### src/rtl/belt_frames.sv
// Belt operand store: circular belt of DEPTH entries with two drop lanes per
// cycle, two registered read ports addressed by belt position, and a hardware
// frame stack that saves/restores {idx,count} across call (mark) and return
// (rewind). Return values dropped in the rewind cycle land on the caller's belt.
module belt_frames #(
  parameter int WIDTH  = 32,
  parameter int DEPTH  = 16,
  parameter int FRAMES = 4,
  localparam int AW    = $clog2(DEPTH),
  localparam int FW    = $clog2(FRAMES + 1)
) (
  input  logic             clk,
  input  logic             rst,
  input  logic             drop0,
  input  logic [WIDTH-1:0] wdata0,
  input  logic             drop1,
  input  logic [WIDTH-1:0] wdata1,
  input  logic [AW-1:0]    r1,
  output logic [WIDTH-1:0] rdata1,
  output logic             rvalid1,
  input  logic [AW-1:0]    r2,
  output logic [WIDTH-1:0] rdata2,
  output logic             rvalid2,
  input  logic             mark,
  input  logic             rewind,
  input  logic             clr_err,
  output logic [AW:0]      count,
  output logic [FW-1:0]    frame_depth,
  output logic             frame_ovf,
  output logic             frame_unf
);

  // Index width into the frame stack storage (at least one bit).
  localparam int SW = (FRAMES > 1) ? $clog2(FRAMES) : 1;

  // Belt storage and frame stack storage; neither is reset. Stack slots at or
  // above frame_depth are never read, so their contents do not matter.
  logic [WIDTH-1:0] belt    [DEPTH];
  logic [AW-1:0]    stk_idx [FRAMES];
  logic [AW:0]      stk_cnt [FRAMES];

  // Position of the next drop (the slot just past the newest entry).
  logic [AW-1:0]    idx;

  logic [1:0]       ndrops;
  logic             stk_empty;
  logic             stk_full;
  logic             do_pop;
  logic             do_push;
  logic             err_ovf;
  logic             err_unf;
  logic [SW-1:0]    top_sel;
  logic [SW-1:0]    push_sel;
  logic [AW-1:0]    base_idx_p0;
  logic [AW:0]      base_cnt_p0;
  logic [AW-1:0]    idx_next;
  logic [AW+1:0]    cnt_sum;
  logic [AW:0]      count_next;
  logic [AW-1:0]    wa0_p0;
  logic [AW-1:0]    wa1_p0;
  logic [WIDTH-1:0] wd0_p0;
  logic             we0_p0;
  logic             we1_p0;
  logic [AW-1:0]    ra1_p0;
  logic [AW-1:0]    ra2_p0;

  // Next-state decode: frame stack action, drop base, write ports, read addresses.
  always_comb begin
    ndrops    = {1'b0, drop0} + {1'b0, drop1};
    stk_empty = (frame_depth == '0);
    stk_full  = (frame_depth == FW'(FRAMES));

    // Rewind has priority over mark; a mark alongside a rewind is dropped silently.
    do_pop    = rewind & ~stk_empty;
    err_unf   = rewind & stk_empty;
    do_push   = mark & ~rewind & ~stk_full;
    err_ovf   = mark & ~rewind & stk_full;

    top_sel   = SW'(frame_depth - FW'(1));
    push_sel  = SW'(frame_depth);

    // On a successful return the drops land relative to the caller's saved
    // position, discarding everything the callee left on the belt.
    base_idx_p0 = do_pop ? stk_idx[top_sel] : idx;
    base_cnt_p0 = do_pop ? stk_cnt[top_sel] : count;

    idx_next   = base_idx_p0 + AW'(ndrops);
    cnt_sum    = {1'b0, base_cnt_p0} + (AW+2)'(ndrops);
    count_next = (cnt_sum > (AW+2)'(DEPTH)) ? (AW+1)'(DEPTH) : cnt_sum[AW:0];

    // Lane 0 is the older result, so it takes the lower slot when both drop;
    // a lone lane-1 drop uses the lower slot too.
    we0_p0 = drop0 | drop1;
    we1_p0 = drop0 & drop1;
    wd0_p0 = drop0 ? wdata0 : wdata1;
    wa0_p0 = base_idx_p0;
    wa1_p0 = base_idx_p0 + AW'(1);

    // Position 0 is the newest entry, one slot behind idx.
    ra1_p0 = idx - r1 - AW'(1);
    ra2_p0 = idx - r2 - AW'(1);
  end

  // Belt array writes from the two drop lanes.
  always_ff @(posedge clk) begin
    if (we0_p0) belt[wa0_p0] <= wd0_p0;
    if (we1_p0) belt[wa1_p0] <= wdata1;
  end

  // Frame stack push of the pre-edge belt position.
  always_ff @(posedge clk) begin
    if (do_push) begin
      stk_idx[push_sel] <= idx;
      stk_cnt[push_sel] <= count;
    end
  end

  // Belt position, live count, frame depth and sticky error flags.
  always_ff @(posedge clk or negedge rst) begin
    if (!rst) begin
      idx         <= '0;
      count       <= '0;
      frame_depth <= '0;
      frame_ovf   <= 1'b0;
      frame_unf   <= 1'b0;
    end else begin
      idx   <= idx_next;
      count <= count_next;
      if (do_pop) begin
        frame_depth <= frame_depth - FW'(1);
      end else if (do_push) begin
        frame_depth <= frame_depth + FW'(1);
      end
      // A new error in the same cycle as clr_err keeps the flag set.
      frame_ovf <= err_ovf | (frame_ovf & ~clr_err);
      frame_unf <= err_unf | (frame_unf & ~clr_err);
    end
  end

  // Registered read ports, using pre-edge idx/count.
  always_ff @(posedge clk or negedge rst) begin
    if (!rst) begin
      rdata1  <= '0;
      rdata2  <= '0;
      rvalid1 <= 1'b0;
      rvalid2 <= 1'b0;
    end else begin
      rdata1  <= belt[ra1_p0];
      rdata2  <= belt[ra2_p0];
      rvalid1 <= ({1'b0, r1} < count);
      rvalid2 <= ({1'b0, r2} < count);
    end
  end

endmodule

### config.mk
export PLATFORM = sky130hd
export DESIGN_NAME = belt_frames
export DESIGN_NICKNAME = d
export VERILOG_FILES = /design/src/rtl/belt_frames.sv
export SDC_FILE = /design/constraint.sdc
export NUM_CORES = 1
export LEC_CHECK = 0
export ABC_CLOCK_PERIOD_IN_PS = 4500
export CORE_MARGIN = 2
export CORE_UTILIZATION = 35
export DETAILED_ROUTE_END_ITERATION = 10
export PLACE_DENSITY_LB_ADDON = 0.12
export SLEW_MARGIN = 25
export SYNTH_ARGS = -nofsm -noshare
export SYNTH_HDL_FRONTEND = slang
export SYNTH_SLANG_ARGS = --single-unit
### constraint.sdc
create_clock -name clk -period 4.5 [get_ports clk]
set_input_delay 0.9 -clock clk [delete_from_list [all_inputs] [get_ports clk]]
set_output_delay 0.9 -clock clk [all_outputs]
set_load 0.1 [all_outputs]
# After elaboration in Yosys (flattened, before gate mapping)
# Memory sizes are Yosys's and may differ from the RTL's. A register that Yosys moved wholly into a read port is not among the register bits.
# Index checks and enable logic that the tools add are counted.
# totals
inputBits	79
out_inout_bits	76
reg_bits	16
memories	3
ram_bits	548
word_cells	55
# memory_table
memory	words	width	rd	rd_clocked_by_memory_dff	write_ports	line	text
belt	16	32	2	2	2	38	logic [WIDTH-1:0] belt [DEPTH];
stk_cnt	4	5	1	0	1	40	logic [AW:0] stk_cnt [FRAMES];
stk_idx	4	4	1	0	1	39	logic [AW-1:0] stk_idx [FRAMES];
# op_classes
bitwise_logic	15
magnitude_cmp	3
addsub	10
n_eq_ne	1
reduce_logical	4
n_mux	12
# op_table
operator	n
2-to-1 mux 32 bit	1
< comparator 4 x 5 -> 1 bit	2
2-to-1 mux 5 bit	2
bitwise AND 1 bit	8
subtractor 4 x 1 -> 4 bit (second input constant)	2
subtractor 4 bit	2
adder 5 x 2 -> 6 bit	1
> comparator 6 x 5 -> 1 bit (second input constant)	1
2-to-1 mux 1 bit	6
2-to-1 mux 3 bit	2
adder 4 x 1 -> 4 bit (second input constant)	1
adder 4 x 2 -> 4 bit	1
2-to-1 mux 4 bit	1
inverter 1 bit	4
adder 3 x 1 -> 3 bit (second input constant)	1
equality test 3 bit (second input constant)	1
zero test 3 bit	1
bitwise OR 1 bit	3
subtractor 3 x 1 -> 3 bit (second input constant)	1
adder 1 x 1 -> 2 bit	1
zero test 1 bit	2
nonzero test 2 bit	1

# Logic depth before layout (Yosys ltp)
# Gate-level depths: netlist of the first run.
# depth
word_depth	7
mapped_depth	15

# Least setup slack after synthesis of the first run
# Ideal clock, no wire load.
# synth_path
path_type	register to register
start	register frame_depth[0]
end	memory belt[0][0], enable pin
arrival_ns	5.151
setup_ns	0.466
path_stages_with_launch	9
setup_slack_ns	-1.116
n_path_buf	2
path_cell_list	dfrtp_1 -> buf_6 -> inv_1 -> ha_1 -> buf_2 -> mux4_2 -> nor4_4 -> o21bai_1 -> o21ai_0
# synth_lines
element	line	text
start, declared	28	output logic [FW-1:0] frame_depth,
start signal, assigned	130	frame_depth <= frame_depth - FW'(1);
start signal, assigned	132	frame_depth <= frame_depth + FW'(1);
end, declared	38	

==> metrics.md, run 1 <==
| Metric | Value |
|---|---|
| Status | completed |
| Cell types occupying the most area after synthesis | sky130_fd_sc_hd__edfxtp_1 (48%), sky130_fd_sc_hd__mux4_2 (17%), sky130_fd_sc_hd__a21oi_1 (7.8%) |
| Ports placed on the boundary | 155 |
| Clock input transition at the sequential cells of the worst setup and hold paths | 0.06 ns |
| Detailed-route wire length per cell | 28.1 µm |
| Buffer cell driving the clock tree root | sky130_fd_sc_hd__clkbuf_16 |
| Sequential cell area fraction in the yosys report | 0.543 |
| Worst VDD drop | 0.000882 V |
| Summed negative setup slack over all endpoints | 0 ns |
| Final period demand of the worst path | 3.71 ns |
| Setup repair after global routing missed its margin | no |
| Critical Path Fanout Max | 24 |
| Data arrival, critical path | 4.00 ns |
| Via density | 5.76 |
| Layout Area Growth over Synthesis | 17.9% |
| Post-detailed-routing wire length | 118,000 µm |
| Number of buffers inserted for hold repair after clock tree synthesis | 0 |
| Fraction of final layout cells with drive strength greater than 1 | 0.198 |
| Count of warnings emitted by yosys | 0 |
| CTS tree | done |
| Total iterations of the first detailed-routing run | 6 |
| Maximum buffer depth of the clock tree | 3 |
| HPWL after detailed placement | 66,800 µm |
| Final Hold Fails | 0 |
| FF+latch count, synth | 628 |
| Rel. slew slack | 0.320 |
| Number of I/O port buffers | 154 |
| Max Cap Viol | 0 |
| Total congestion overflow | 0 |
| Top achievable clock speed | 269 MHz |
| Pin count of the biggest net entering global routing | 81 |
| CP startpoint kind | flop |
| Count of placed standard cells in the final layout, fillers left out | 4,184 |
| Required arrival time at the worst endpoint | 4.79 ns |
| Cell area power density | 821 nW/µm² |
| Cell type with the largest total area after synthesis | sky130_fd_sc_hd__edfxtp_1 |
| Global-route total usage across every layer | 0.238 |
| Number of antenna-violating nets in the routed design | 0 |
| GP Congestion | 0.788 |
| Net Count, Synth | 2,876 |
| Total Die Area | 99,700 µm² |
| DIE HEIGHT | 316 µm |
| Level count of the clock H-tree | 3 |
| Die Width | 316 µm |
| Number of sinks driven by the clock tree | 628 |
| Setup skew after layout | 0.0212 ns |
| Core box area | 96,600 µm² |
| Final critical-path share of the clock period | 0.825 |
| Nature of the critical path endpoint | flop |
| Initial Utilization | 0.352 |
| Number of vias after detailed routing | 24,100 |
| Count of distinct cell types in the synthesized netlist | 47 |
| Clk_lat worst skew | 0.62 ns |
| Final number of max-transition violations | 0 |
| Area of the mapped netlist | 34,000 µm² |
| Vias in the first global route | 24,400 |
| Yosys top cell area share | 0.484 |
| Placed Instances | 4,046 |
| Post-cts resize count | 0 |
| Mean area per synthesized cell | 12.3 µm² |
| Clock buffers created by TritonCTS | 74 |
| FP Rows | 114 |
| Number of post-CTS setup repair buffers | 0 |
| Post-synthesis instance total | 2,770 |
| Worst Path Class, Setup | reg2reg |
| Final Setup Violations | 0 |
| Power after layout | 32.9 mW |
| Leakage power summed over all cells | 13.9 nW |
| DRC viols | 0 |
| Post-layout utilization of the core | 0.415 |
| Hold WC Path Type | in2async |
| Iteration-0 DRC Markers | 2,822 |
| Number of antenna violations at the first check in global routing | 0 |
| Wire length of the first global-routing pass | 171,000 µm |
| Layout net count | 2,952 |
| Transition at the pin with the smallest max-transition slack | 1.02 ns |
[metal layers]
layer | global-route usage | part of all wire | up-vias
met2 | 0.396 | 0.49 | 1053
met3 | 0.0321 | 0.069 | 198
met5 | 0 | 0 | -
li1 | - | - | 10600
met1 | 0.322 | 0.41 | 12300
met4 | 0.0779 | 0.030 | 0
[state kept, by name, indices dropped and copies added, names as in the netlist]
register,cells
stk_idx,16
idx,4
stk_cnt,20
rvalid1,1
rvalid2,1
rdata2,32
frame_depth,3
frame_ovf,1
frame_unf,1
count,5
rdata1,32
belt,512
[synthesized netlist by cell type (all sizes together)]
cell type	number
nand2	140
nand3b	1
mux2i	33
nor4b	4
nor2	536
nor2b	2
o21ai	8
o22ai	2
a21oi	533
nand4	1
and3	1
ha	23
a211o	1
nand2b	10
fa	4
and2	67
a31oi	65
and4	2
or4b	1
xor2	3
o211ai	2
o221ai	16
mux2	2
a21boi	1
inv	19
clkbuf	150
nand3	1
or2	3
buf	154
dfrtp	80
xnor2	11
mux4	265
a211oi	66
or3	1
o21a	1
o21bai	1
o32a	1
edfxtp	548
nor4	2
a21o	9
[stage by stage]
stage	setup slack, ns	area (µm²)	hold WS [ns]
3_3_place_gp	0.361	37700	0.525
2_1_floorplan	-0.406	34000	0.474
5_1_grt	0.638	40100	0.386
3_5_place_dp	0.326	37700	0.541
6_report	0.788	40100	0.354
4_1_cts	0.757	40100	0.369
[cell type report]
| cell class | count | area (µm²) |
|---|---|---|
| Fill cell | 8914 | 56500 |
| Tap cell | 1276 | 1600 |
| Clock inverter | 31 | 272 |
| Sequential cell | 628 | 18500 |
| Inverter | 19 | 71.3 |
| Antenna cell | 2 | 5.00 |
| Multi-Input combinational cell | 1819 | 14500 |
| Timing Repair Buffer | 304 | 3150 |
| Clock buffer | 105 | 2060 |
[kinds of logic (layout without fill, tap and decap cells)]
| group | count (synthesis) | count (layout) | synth area share |
|---|---|---|---|
| AOI/OAI and AO/OA | 706 | 706 | 0.118 |
| xor gates and xnor gates | 14 | 14 | 0.00361 |
| adders and majority gates | 27 | 27 | 0.0108 |
| buffers and inverters | 323 | 459 | 0.0436 |
| DFF | 628 | 628 | 0.543 |
| muxes | 300 | 300 | 0.186 |
| other | 0 | 2 | 0 |
| and+or+nand+nor | 772 | 772 | 0.0955 |
[worst paths after layout]
kind                                startpoint          end  slack [ns]  cells past startpoint
worst max-delay path            frame_depth[1]  belt[4][19]        0.79                      7
max in group asynchronous                  rst   rdata2[14]        3.63                      2
worst max register to register  frame_depth[1]  belt[4][19]        0.79                      7
worst min-delay path                       rst     count[1]        0.35                      2
worst min register to register       frame_ovf    frame_ovf        0.55                      2
min in group clk                     frame_ovf    frame_ovf        0.55                      2
[placed cells by master (no fill, tap or decap), types with 7 or more instances in the layout]
cell and count:
sky130_fd_sc_hd__clkinv_1 8, sky130_fd_sc_hd__a21oi_1 533, sky130_fd_sc_hd__mux4_2 264, sky130_fd_sc_hd__and2_1 67, sky130_fd_sc_hd__inv_1 18, sky130_fd_sc_hd__a211oi_1 66
sky130_fd_sc_hd__buf_12 39, sky130_fd_sc_hd__nor2_1 524, sky130_fd_sc_hd__nor2_4 12, sky130_fd_sc_hd__clkbuf_16 77, sky130_fd_sc_hd__mux2i_1 33, sky130_fd_sc_hd__a31oi_1 65
sky130_fd_sc_hd__edfxtp_1 548, sky130_fd_sc_hd__nand2_1 140, sky130_fd_sc_hd__clkinv_2 14, sky130_fd_sc_hd__o221ai_4 16, sky130_fd_sc_hd__nand2b_1 10, sky130_fd_sc_hd__buf_4 112
sky130_fd_sc_hd__clkdlybuf4s50_1 152, sky130_fd_sc_hd__dfrtp_1 80, sky130_fd_sc_hd__a21o_1 9, sky130_fd_sc_hd__xnor2_1 7, sky130_fd_sc_hd__clkbuf_1 25, sky130_fd_sc_hd__ha_1 20
[power breakdown]
group          switching, mW  internal, mW
Clock                   2.49          3.38
Sequential             0.718          8.19
Combinational           11.5          6.67
Total                   14.7          18.2
[critical path: stages, from the launching register on]
cell and delay (ns):
sky130_fd_sc_hd__dfrtp_1 0.42, sky130_fd_sc_hd__inv_1 0.11, sky130_fd_sc_hd__ha_1 0.39, sky130_fd_sc_hd__mux4_1 0.50, sky130_fd_sc_hd__nor4b_4 0.65, sky130_fd_sc_hd__nor2_1 0.38
sky130_fd_sc_hd__o21ai_4 0.58, sky130_fd_sc_hd__buf_12 0.34
Power figures use the tool's default switching activity.
==> run 2: changes to the inputs <==
ABC_CLOCK_PERIOD_IN_PS = 3250   (was 4500)
clock period = 3.25 ns   (was 4.5 ns; I/O delays follow)
==> run 2 against run 1 <==
Effect of this change: design area grew 3.9%; critical path type unchanged; largest power group unchanged; hold slack lost 0.31 ns; first-iteration DRC count shrank 7.3%; die area unchanged; via count is 2.3% higher; critical path depth stayed put.
==> metrics.md, run 2 (same netlist as run 1, synthesis figures left out) <==
| Metric | Value |
|---|---|
| Status | completed |
| Filler cell count in the final layout | 8,712 (-2.3%) |
| Total congestion overflow | 0 (unchanged) |
| Buffer cell driving the clock tree root | sky130_fd_sc_hd__clkbuf_16 |
| Most used cells in the layout excluding fill and tap cells | sky130_fd_sc_hd__edfxtp_1 (548), sky130_fd_sc_hd__a21oi_1 (533), sky130_fd_sc_hd__nor2_1 (521), sky130_fd_sc_hd__mux4_2 (264), sky130_fd_sc_hd__buf_4 (256) |
| Clock buffers created by TritonCTS | 73 (-1.4%) |
| Number of buffers inserted for hold repair after clock tree synthesis | 0 (unchanged) |
| Crit path max-delay cell type | sky130_fd_sc_hd__mux4_1 |
| Detailed-route wire length per cell | 28.4 µm (+1.0%) |
| Nature of the critical path endpoint | flop |
| Commonest non-fill, non-tap cell in the layout | sky130_fd_sc_hd__edfxtp_1 |
| Family of cells with the greatest summed delay on the critical path | simple AND/OR/NAND/NOR gates |
| Multi-input logic area | 14,500 µm² (+0.41%) |
| Setup repair after global routing missed its margin | no |
| Die Width | 316 µm (unchanged) |
| CP startpoint kind | flop |
| Data arrival, critical path | 3.35 ns (-0.65 ns) |
| Fraction of final layout cells with drive strength greater than 1 | 0.263 (+0.0649) |
| Largest incremental delay on the critical path | 0.50 ns (-0.15 ns) |
| Required arrival time at the worst endpoint | 3.53 ns (-1.26 ns) |
| Final period demand of the worst path | 3.07 ns (-0.644 ns) |
| Max Cap Viol | 0 (unchanged) |
| Critical Path Fanout Max | 32 (+33%) |
| CTS tree | done |
| Crit path buf inv count | 2 (unchanged) |
| Final critical-path share of the clock period | 0.944 (+0.119) |
| Final Setup Violations | 0 (unchanged) |
| Worst VDD drop | 0.000845 V (-4.1%) |
| Sequential Area | 18,500 µm² (about the same) |
| Worst Path Class, Setup | reg2reg |
| Hold WC Path Type | in2async |
| Antenna fix cells | 0 (-2) |
| Core box area | 96,600 µm² (unchanged) |
| Layout net count | 3,070 (+4.0%) |
| Post-cts resize count | 0 (unchanged) |
| Total iterations of the first detailed-routing run | 5 (-1) |
| Level count of the clock H-tree | 3 (unchanged) |
| Cell area power density | 1140 nW/µm² (+39%) |
| Via density | 5.73 (-0.45%) |
| Top achievable clock speed | 326 MHz (+21%) |
| Power after layout | 47.6 mW (+44%) |
| Leading registers by flop count | belt: 512 flops, rdata1: 32 flops, rdata2: 32 flops |
| Number of post-CTS setup repair buffers | 0 (unchanged) |
| Final Hold Fails | 0 (unchanged) |
| Ports placed on the boundary | 155 (unchanged) |
| Vias in the first global route | 24,900 (+2.2%) |
| Register bank with the most flops | belt |
| Placed Instances | 4,165 (+2.9%) |
| Count of placed standard cells in the final layout, fillers left out | 4,301 (+2.8%) |
| Number of vias after detailed routing | 24,700 (+2.3%) |
| Global-route total usage across every layer | 0.247 (+0.00893) |
| Post-detailed-routing wire length | 122,000 µm (+3.9%) |
| Clock input transition at the sequential cells of the worst setup and hold paths | 0.06 ns (about the same) |
| Transition at the pin with the smallest max-transition slack | 1.22 ns (+0.207 ns) |
| Setup skew after layout | 0.0328 ns (+0.0115 ns) |
| Cell-by-cell listing of the critical path | inv_1, ha_4, mux4_1, nor4b_4, nor2_1, o21ai_4, buf_12 |
| Total Die Area | 99,700 µm² (unchanged) |
| Pin count of the biggest net entering global routing | 65 (-20%) |
| DRC viols | 0 (unchanged) |
| Wire length of the first global-routing pass | 177,000 µm (+3.6%) |
| HPWL after detailed placement | 75,400 µm (+13%) |
| Final number of max-transition violations | 0 (unchanged) |
| Layout Area Growth over Synthesis | 22.5% |
| Number of antenna-violating nets in the routed design | 0 (unchanged) |
| Number of I/O port buffers | 154 (unchanged) |
| Leakage power summed over all cells | 14.8 nW (+7.0%) |
| Number of sinks driven by the clock tree | 628 (unchanged) |
| FP Rows | 114 (unchanged) |
| DIE HEIGHT | 316 µm (unchanged) |
| Maximum buffer depth of the clock tree | 3 (unchanged) |
| Iteration-0 DRC Markers | 2,616 (-7.3%) |
| GP Congestion | 0.826 (+4.8%) |
| Number of flip-flops under the largest register name | 512 (unchanged) |
| Clk_lat worst skew | 0.64 ns (+0.02 ns) |
| Initial Utilization | 0.352 (unchanged) |
| Rel. slew slack | 0.180 (-0.140) |
| Number of antenna violations at the first check in global routing | 0 (unchanged) |
[run 2: changes by cell type in the layout (fill, tap and decap cells not counted), sizes merged]
cell,before,now
buf,152,347
clkdlybuf4s50,152,76
clkinv,26,21
clkinvlp,0,4
bufinv,3,6
clkbuf,105,103
diode,2,0
[run 2: worst paths after layout]
kind	from	to	slack [ns]	cells after the start
max in group asynchronous	rst	rdata1[3]	2.38	2
setup / recovery	frame_depth[1]	belt[8][9]	0.18	7
min in group clk	frame_ovf	frame_ovf	0.54	2
setup reg to reg	frame_depth[1]	belt[8][9]	0.18	7
hold reg to reg	frame_ovf	frame_ovf	0.54	2
hold / removal	rst	frame_depth[0]	0.04	1
[run 2: routing by layer]
layer  up-vias  global-route usage  share of wire
met4         0              0.0798          0.030
li1      10800                   -              -
met3       197              0.0309          0.071
met5         -                   0              0
met2      1085               0.418           0.50
met1     12500               0.331           0.40
[run 2: worst register-to-register path, cell delays in order, from the launching register on]
cell and delay [ns]:
sky130_fd_sc_hd__dfrtp_4 0.44, sky130_fd_sc_hd__inv_1 0.11, sky130_fd_sc_hd__ha_4 0.33, sky130_fd_sc_hd__mux4_1 0.50, sky130_fd_sc_hd__nor4b_4 0.46, sky130_fd_sc_hd__nor2_1 0.29
sky130_fd_sc_hd__o21ai_4 0.23, sky130_fd_sc_hd__buf_12 0.35
[run 2: per-stage QoR]
stage | TNS [ns] | utilization | hold WS, ns | instance area [µm²] | setup slack, ns
floorplan | -30.69 | - | 0.354 | 34300 | -0.130
global placement | -16.10 | 0.406 | 0.530 | 39200 | -0.368
detailed placement | -16.84 | 0.406 | 0.532 | 39200 | -0.379
CTS | 0 | 0.431 | 0.0239 | 41700 | 0.155
global route | 0 | 0.431 | 0.0541 | 41700 | 0.0552
finish | 0 | 0.431 | 0.0393 | 41700 | 0.182
[run 2: area by class of cell]
cell class,instances,area share
flip-flops and latches,628,0.443
clock buffers,103,0.0510
repair buffers,423,0.108
inverters,19,0.00189
clock inverters,33,0.00904
well taps,1276,0.0383
multi-input cells,1819,0.349
[run 2: report_power, final]
group / switching (mW) / leakage [nW] / total, mW / internal [mW]
sequential: 1.07 / 5.91 / 12.4 / 11.3
clock: 3.55 / 1.22 / 8.62 / 5.07
combinational: 15.9 / 7.72 / 26.5 / 10.6
total: 20.5 / 14.8 / 47.6 / 27.0
==> run 3: changes to the inputs <==
CORE_MARGIN = not set   (was 2)
DONT_BUFFER_PORTS = 1   (was not set)
==> run 3 against run 2 <==
Effect of this change: fmax about the same; core utilization fell by 1.8 points; sequential share of layout area is 2.4 points higher; critical path depth grew 1; non-clock buffer count decreased by 239.
==> metrics.md, run 3 (same netlist as run 1, synthesis figures left out) <==
| Metric | Value |
|---|---|
| Status | completed |
| Final Hold Fails | 0 (unchanged) |
| Global-route total usage across every layer | 0.241 (-0.00578) |
| Final critical-path share of the clock period | 0.944 (about the same) |
| Transition at the pin with the smallest max-transition slack | 1.05 ns (-0.176 ns) |
| Detailed-route wire length per cell | 29.1 µm (+2.4%) |
| Clk_lat worst skew | 0.65 ns (about the same) |
| Total Die Area | 98,400 µm² (-1.3%) |
| Maximum buffer depth of the clock tree | 3 (unchanged) |
| Die Width | 314 µm (-0.63%) |
| Total iterations of the first detailed-routing run | 5 (unchanged) |
| Power after layout | 45.8 mW (-3.8%) |
| Fraction of final layout cells with drive strength greater than 1 | 0.229 (-0.0340) |
| GP Congestion | 0.796 (-3.6%) |
| Worst Path Class, Setup | reg2reg |
| Setup skew after layout | 0.0310 ns (-0.00177 ns) |
| Min-Delay Endpoint | frame_ovf |
| Rel. slew slack | 0.302 (+0.122) |
| Hold WC Path Type | in2reg |
| Buffer cell driving the clock tree root | sky130_fd_sc_hd__clkbuf_16 |
| Number of I/O port buffers | 0 (-100%) |
| Post-detailed-routing wire length | 118,000 µm (-3.4%) |
| Cell area power density | 1160 nW/µm² (+1.5%) |
| Max Cap Viol | 0 (unchanged) |
| Core box area | 95,600 µm² (-1.0%) |
| Data arrival, critical path | 3.55 ns (+0.20 ns) |
| Commonest non-fill, non-tap cell in the layout | sky130_fd_sc_hd__edfxtp_1 |
| Nature of the critical path endpoint | flop |
| Number of flip-flops under the largest register name | 512 (unchanged) |
| Setup repair after global routing missed its margin | no |
| Iteration-0 DRC Markers | 2,479 (-5.2%) |
| Final number of max-transition violations | 0 (unchanged) |
| Initial Utilization | 0.356 (+0.00364) |
| Layout net count | 2,836 (-7.6%) |
| Placed Instances | 3,913 (-6.1%) |
| Clock buffers created by TritonCTS | 78 (+6.8%) |
| Number of cells on the worst reg-to-reg path | 8 (+1) |
| CTS tree | done |
| Final Worst Setup Slack | 0.181 ns (-0.000667 ns) |
| Final period demand of the worst path | 3.07 ns (+0.000667 ns) |
| DIE HEIGHT | 314 µm (-0.63%) |
| Final Setup Violations | 0 (unchanged) |
| Ports placed on the boundary | 155 (unchanged) |
| Reg2Reg Capture Point | rdata2[24] |
| Leakage power summed over all cells | 13.7 nW (-7.6%) |
| Worst VDD drop | 0.000682 V (-19%) |
| DRC viols | 0 (unchanged) |
| Top achievable clock speed | 326 MHz (about the same) |
| Count of placed standard cells in the final layout, fillers left out | 4,058 (-5.6%) |
| Total congestion overflow | 0 (unchanged) |
| Layout Area Growth over Synthesis | 16.2% |
| Antenna fix cells | 0 (unchanged) |
| Wire length of the first global-routing pass | 171,000 µm (-3.2%) |
| Post-Place Setup Slack | -0.0172 ns (+0.362 ns) |
| FP Rows | 113 (-0.88%) |
| Leading registers by flop count | belt: 512 flops, rdata1: 32 flops, rdata2: 32 flops |
| Register bank with the most flops | belt |
| Slack of the worst reg-to-reg path | 0.18 ns (about the same) |
| Number of antenna violations at the first check in global routing | 1 (+1) |
| Required arrival time at the worst endpoint | 3.73 ns (+0.20 ns) |
| Filler cell count in the final layout | 8,866 (+1.8%) |
| Level count of the clock H-tree | 3 (unchanged) |
| Clock input transition at the sequential cells of the worst setup and hold paths | 0.06 ns (about the same) |
| CP startpoint kind | flop |
| HPWL after detailed placement | 70,100 µm (-6.9%) |
| Number of sinks driven by the clock tree | 628 (unchanged) |
| Launch instance of the worst register-to-register path | idx[0] |
| Most used cells in the layout excluding fill and tap cells | sky130_fd_sc_hd__edfxtp_1 (548), sky130_fd_sc_hd__a21oi_1 (533), sky130_fd_sc_hd__nor2_1 (521), sky130_fd_sc_hd__mux4_2 (264), sky130_fd_sc_hd__nand2_1 (140) |
| Via density | 5.83 (+1.7%) |
| Vias in the first global route | 23,700 (-4.9%) |
| Critical hold path startpoint | clr_err |
| Critical Path Fanout Max | 16 (-50%) |
| Number of antenna-violating nets in the routed design | 0 (unchanged) |
| Number of post-CTS setup repair buffers | 0 (unchanged) |
| Worst-case hold slack | 0.109 ns (+0.0692 ns) |
| Number of cells on the worst hold path | 1 |
| Post-layout utilization of the core | 0.413 (-0.0181) |
| Number of vias after detailed routing | 23,700 (-4.1%) |
| Pin count of the biggest net entering global routing | 81 (+25%) |
run 3: final cells by class:
class,count,area [µm²],area share
Clock buffer,99,2110,0.0534
Clock inverter,44,458,0.0116
Inverter,19,78.8,0.00200
Multi-Input combinational cell,1819,14500,0.368
Sequential cell,628,18500,0.467
Tap cell,1265,1580,0.0401
Timing Repair Buffer,184,2270,0.0574
run 3: repair_timing:
action | in CTS | in global routing
hold endpoints to repair | 80 | 0
gates resized for setup | 0 | 0
hold buffers | 2 | 0
run 3: critical path, cell delays in order (launching register included):
cell and delay (ns):
sky130_fd_sc_hd__dfrtp_1 0.46, sky130_fd_sc_hd__ha_4 0.20, sky130_fd_sc_hd__fa_4 0.89, sky130_fd_sc_hd__buf_12 0.17, sky130_fd_sc_hd__buf_12 0.17, sky130_fd_sc_hd__mux4_2 0.30, sky130_fd_sc_hd__and2_1 0.17, sky130_fd_sc_hd__a211oi_1 0.41
sky130_fd_sc_hd__a31oi_1 0.11
run 3: where the power goes:
part	leakage, nW	switching (mW)	internal (mW)
sequential	5.91	4.28	11.3
combinational	6.55	12.3	9.12
clock	1.27	3.65	5.18
run 3: how the worst max path moves through the flow:
stage,start,to,slack [ns],cells past startpoint
2_1_floorplan,frame_depth[0],belt[14][0],-0.13,9
3_3_place_gp,r2[0],rdata2[24],0.02,9
3_5_place_dp,r2[0],rdata2[24],-0.02,9
4_1_cts,idx[0],rdata2[24],0.18,8
5_1_grt,frame_depth[0],belt[0][30],0.12,9
6_report,idx[0],rdata2[24],0.18,8
run 3: through the flow:
step                      cell area [µm²]  TNS [ns]
final                               39500         0
after global routing                39500         0
after CTS                           39500         0
after detailed placement            36900   -0.0172
after global placement              36900         0
after floorplan                     34300    -30.69
run 3: routing by layer:
| metal | share of wire | wire length, µm | vias to the layer above | GRT usage |
|---|---|---|---|---|
| li1 | - | - | 10400 | - |
| met1 | 0.42 | 49200 | 12100 | 0.324 |
| met2 | 0.49 | 57400 | 1025 | 0.399 |
| met3 | 0.070 | 8220 | 186 | 0.0372 |
| met4 | 0.029 | 3370 | 0 | 0.0773 |
| met5 | 0 | 0 | - | 0 |
